`src/rtl/hamming_decoder.sv`:
```
// Hamming SECDED (16,11) block decoder.
// Walks NUM_MSG codewords in data memory, corrects single-bit errors, flags
// double-bit errors and writes each decoded message back as two bytes.
module hamming_decoder #(
    parameter int NUM_MSG  = 15,
    parameter int IN_BASE  = 30,
    parameter int OUT_BASE = 0
) (
    input  logic       clk,
    input  logic       reset,
    input  logic       start,
    output logic       done,
    output logic [7:0] mem_addr,
    input  logic [7:0] mem_rd_data,
    output logic [7:0] mem_wr_data,
    output logic       mem_wr_en
);

    // The message index is at least 4 bits wide, wider only for very long runs.
    localparam int IDX_W = (NUM_MSG > 16) ? $clog2(NUM_MSG) : 4;
    localparam logic [IDX_W-1:0] LAST_IDX = IDX_W'(NUM_MSG - 1);

    localparam logic [2:0] S_IDLE   = 3'd0;
    localparam logic [2:0] S_RD_LO  = 3'd1;
    localparam logic [2:0] S_RD_HI  = 3'd2;
    localparam logic [2:0] S_DECODE = 3'd3;
    localparam logic [2:0] S_WR_LO  = 3'd4;
    localparam logic [2:0] S_WR_HI  = 3'd5;
    localparam logic [2:0] S_DONE   = 3'd6;

    logic [2:0]       state_q, state_d;
    logic [IDX_W-1:0] idx_q, idx_d;
    logic [15:0]      cw_q, cw_d;
    logic [15:0]      res_q, res_d;
    logic [15:0]      dec_result;
    logic [7:0]       in_addr;
    logic [7:0]       out_addr;

    // Syndrome/parity classification and data extraction for one codeword.
    // Result layout: {flags[1:0], 3'b000, d11..d1}.
    function automatic logic [15:0] decode_word(input logic [15:0] cw);
        logic [3:0]  syn;
        logic        par;
        logic [15:0] fixed;
        logic [1:0]  flags;
        syn = 4'd0;
        for (int k = 1; k < 16; k++) begin
            if (cw[k]) syn = syn ^ 4'(k);
        end
        par   = ^cw;
        fixed = cw;
        // A nonzero syndrome with odd parity points at the single flipped bit.
        if (syn != 4'd0 && par) fixed[syn] = ~cw[syn];
        if (par)               flags = 2'b01;
        else if (syn != 4'd0)  flags = 2'b10;
        else                   flags = 2'b00;
        return {flags, 3'b000, fixed[15:9], fixed[7:5], fixed[3]};
    endfunction

    assign dec_result = decode_word(cw_q);
    assign in_addr    = 8'(IN_BASE)  + 8'({idx_q, 1'b0});
    assign out_addr   = 8'(OUT_BASE) + 8'({idx_q, 1'b0});

    // Next-state, index, codeword latch and result register updates.
    always_comb begin
        state_d = state_q;
        idx_d   = idx_q;
        cw_d    = cw_q;
        res_d   = res_q;
        case (state_q)
            S_IDLE, S_DONE: begin
                if (start) begin
                    state_d = S_RD_LO;
                    idx_d   = '0;
                end
            end
            S_RD_LO: begin
                cw_d    = {cw_q[15:8], mem_rd_data};
                state_d = S_RD_HI;
            end
            S_RD_HI: begin
                cw_d    = {mem_rd_data, cw_q[7:0]};
                state_d = S_DECODE;
            end
            S_DECODE: begin
                res_d   = dec_result;
                state_d = S_WR_LO;
            end
            S_WR_LO: begin
                state_d = S_WR_HI;
            end
            S_WR_HI: begin
                if (idx_q == LAST_IDX) begin
                    state_d = S_DONE;
                end else begin
                    idx_d   = idx_q + IDX_W'(1);
                    state_d = S_RD_LO;
                end
            end
            default: state_d = S_IDLE;
        endcase
    end

    // Memory-side outputs decoded from the current state; IDLE drives all zeros.
    always_comb begin
        mem_addr    = 8'd0;
        mem_wr_data = 8'd0;
        mem_wr_en   = 1'b0;
        done        = 1'b0;
        case (state_q)
            S_RD_LO: mem_addr = in_addr;
            S_RD_HI: mem_addr = in_addr + 8'd1;
            S_WR_LO: begin
                mem_addr    = out_addr;
                mem_wr_data = res_q[7:0];
                mem_wr_en   = 1'b1;
            end
            S_WR_HI: begin
                mem_addr    = out_addr + 8'd1;
                mem_wr_data = res_q[15:8];
                mem_wr_en   = 1'b1;
            end
            S_DONE:  done = 1'b1;
            default: ;
        endcase
    end

    // State registers; reset takes effect immediately and abandons any run.
    always_ff @(posedge clk or posedge reset) begin
        if (reset) begin
            state_q <= S_IDLE;
            idx_q   <= '0;
            cw_q    <= 16'd0;
            res_q   <= 16'd0;
        end else begin
            state_q <= state_d;
            idx_q   <= idx_d;
            cw_q    <= cw_d;
            res_q   <= res_d;
        end
    end

endmodule
```
`config.mk`:
```
export PLATFORM = sky130hd
export DESIGN_NAME = hamming_decoder
export DESIGN_NICKNAME = d
export VERILOG_FILES = /design/src/rtl/hamming_decoder.sv
export SDC_FILE = /design/constraint.sdc
export NUM_CORES = 1
export LEC_CHECK = 0
export ABC_CLOCK_PERIOD_IN_PS = 3000
export BUFFER_PORTS_ARGS = -buffer_cell sky130_fd_sc_hd__buf_2
export CORE_ASPECT_RATIO = 0.9
export CORE_MARGIN = 2
export CORE_UTILIZATION = 30
export DETAILED_ROUTE_END_ITERATION = 8
export SLEW_MARGIN = 40
export SYNTH_ARGS = -nofsm -noshare
export SYNTH_HDL_FRONTEND = slang
export SYNTH_SLANG_ARGS = --single-unit
```
`constraint.sdc`:
```
create_clock -name clk -period 3 [get_ports clk]
set_clock_uncertainty 0.05 [all_clocks]
set_input_delay 0.15 -clock clk [delete_from_list [all_inputs] [get_ports clk]]
set_output_delay 0.15 -clock clk [all_outputs]
set_load 0.05 [all_outputs]
```
==> results_dict.tcl <==
set metrics [dict create \
    syn_inst 296 \
    synth_top_flop_cell "dfrtp_1" \
    hold_viol 0 \
    r2r_cells 7 \
    hold_path.startpoint "mem_rd_data[4]" \
    syn-cell-area_um2 2740 \
    required_ns 3.15 \
    seq_area_frac_synth_pct 32.9 \
    yosysMostFrequentCell "dfrtp_1" \
    drive_gt1_share_pct 25.4 \
    cts_buffers 5 \
    initial_utilization_pct 30.4 \
    synth_common_cells "36 x dfrtp_1, 30 x nand2_1, 22 x xnor2_1" \
    drtIter0Drc 121 \
    nFillCells 930 \
    met1_length_um 3360 \
    r2r-end "res_q[7]" \
    cts_setup_buffers 0 \
    via_per_inst 4.93 \
    layoutNonFillerInstCount 449 \
    vias 2213 \
    r2r_start "cw_q[3]" \
    die_x_um 105 \
    clkTransAtPathRegs_ns 0.06 \
    wl_met2_um 2850 \
    areaGrowthSynthToFinish_pct 14.8 \
    final_nets 341 \
    drc 0 \
    dp.cells 441 \
    synth_area_leaders "dfrtp_1 33%, xnor2_1 7.0%, mux2_2 7.0%" \
    drt-wirelength-per-cell_um 14.6 \
    worst_pin_slew_ns 0.653 \
    arrival_ns 2.98 \
    synth_top_area_share_pct 32.9 \
    gp_congestion 0.864 \
    cts-root-buf "clkbuf_8" \
    cts.sinks 36 \
    cts_tree "built" \
    worst_path_max_delay_cell "xnor3_1" \
    start_kind "flip-flop" \
    worstPathMaxFanout 10 \
    track_usage_pct 13.9 \
    slowest_delay_ns 0.73 \
    hold_end "cw_q[4]" \
    grt_pass1_vias 2096 \
    wl_met3_um 289 \
    ys_warn_count 0 \
    async_flop_share_pct 100 \
    cp_top_family "XOR/XNOR gates" \
    postRouteAntennaNets 0 \
    io_buffer_count 26 \
    ys_seq_elements 36 \
    critical_path_class "flip-flop to flip-flop" \
    status "complete, no violations" \
    setup_tns_ns 0 \
    ios 29 \
    wirelength_um 6570 \
    cts_hold_buf 1 \
    cts-resized-gates 0 \
    cts_buffer_depth 2 \
    grt_pass1_wl_um 10900 \
    hold_path_class "input pin to flip-flop" \
    finalCritPeriodShare_pct 94.3 \
    coreArea_um2 9000 \
    synth_area_leader_cell "dfrtp_1" \
    drt_pre_antenna_iters 5 \
    insertion_delay_ns 0.29 \
    path_cells "xnor3_2 > xnor3_1 > mux2i_1 > a21oi_2 > o2111ai_2 > nor2_4 > o221ai_2" \
    dieArea_um2 9920 \
    max_freq_mhz 354 \
    dr.max_layer_used "met4" \
    rsz0062_at_grt "false" \
    finalCriticalPeriod_ns 2.83 \
    slew_viol_final 0 \
    setup_viol 0 \
    diodes 0 \
    die_y_um 94.7 \
    grt_remaining_overflow 0 \
    slew_headroom_pct 56.4 \
    synth_edf_count 0 \
    netlist-cell-type-count 54 \
    cap_viol_max_count 0 \
    rows 33 \
    antenna_found_initial 0 \
    hold_depth 2 \
    end_kind "flip-flop" \
    dpl.hpwl_um 5150 \
    crit_buf_inv 0 \
    htreeDepth 2 \
    syn-mean-instance-area_um2 9.26 \
    reg2reg_slack_ns 0.17 \
    grt_start_max_net_pins 37 \
]
[layout make-up]
type                    count  area (um2)  area share, %
flip-flops and latches     36         902           28.7
well taps                 122         153           4.85
repair buffers             46         283           8.99
clock inverters             1        5.00          0.159
multi-input cells         229        1700           54.0
inverters                   9        33.8           1.07
clock buffers               6        72.6           2.31
[metrics by stage]
stage	util (%)	setup WS (ns)	cell area [um2]	hold slack (ns)
6_report	35.0	0.172	3150	0.0546
2_1_floorplan	-	0.607	2740	0.252
5_1_grt	35.0	0.00624	3150	0.0510
3_3_place_gp	33.9	0.267	3050	0.223
3_5_place_dp	34.0	0.243	3060	0.224
4_1_cts	34.9	0.177	3150	0.0468
[flip-flops by register name (all words and copies together), names as in the netlist]
signal and cells:
cw_q 16, idx_q 4, state_q 3, res_q 13
[how the worst max path moves through the flow]
stage / from / to / slack (ns) / cells after the start
global placement: cw_q[1] / res_q[0] / 0.27 / 8
global route: cw_q[3] / res_q[7] / 0.006 / 8
detailed placement: cw_q[3] / res_q[7] / 0.24 / 7
floorplan: cw_q[3] / res_q[7] / 0.61 / 10
finish: cw_q[3] / res_q[7] / 0.17 / 7
CTS: cw_q[3] / res_q[7] / 0.18 / 7
[logic make-up (layout without fill, tap and decap cells)]
kind of cell             Yosys count  after routing  share of synthesized area (%)
AND/OR/NAND/NOR                  104            104                           20.3
AO/OA/AOI/OAI                     51             51                           11.9
flip-flops                        36             36                           32.9
XOR/XNOR                          35             35                           14.5
multiplexers                      33             33                           13.0
buffers and inverters             32             62                           5.57
adder cells (fa/ha/maj)            4              4                           1.74
other                              1              2                          0.137
[metal layers]
layer / global-route usage, % / up-vias
li1: - / 1097
met1: 20.7 / 1063
met2: 20.6 / 46
met3: 2.69 / 7
met4: 3.44 / 0
met5: 0 / -
[layout by cell type, fill, tap and decap left out, drive strengths merged, types with 2 or more instances in the layout]
master and n:
a21oi 7, mux2 18, a31oi 8, clkbuf 6, nor2 15, ha 3, nand3b 2, o21ai 23
and2 10, nor2b 6, nand3 11, xnor2 24, a211oi 4, nor3b 6, o32ai 3, xor3 2
nand2b 3, nand4 7, xor2 6, mux2i 15, nor4b 2, o2111ai 2, conb 2, buf 45
dfrtp 36, xnor3 3, inv 9, nand2 30, nor3 6, nor4 2
Power is not shown: default switching activity piles up to over one toggle a cycle in this logic, so the estimate is an artifact.
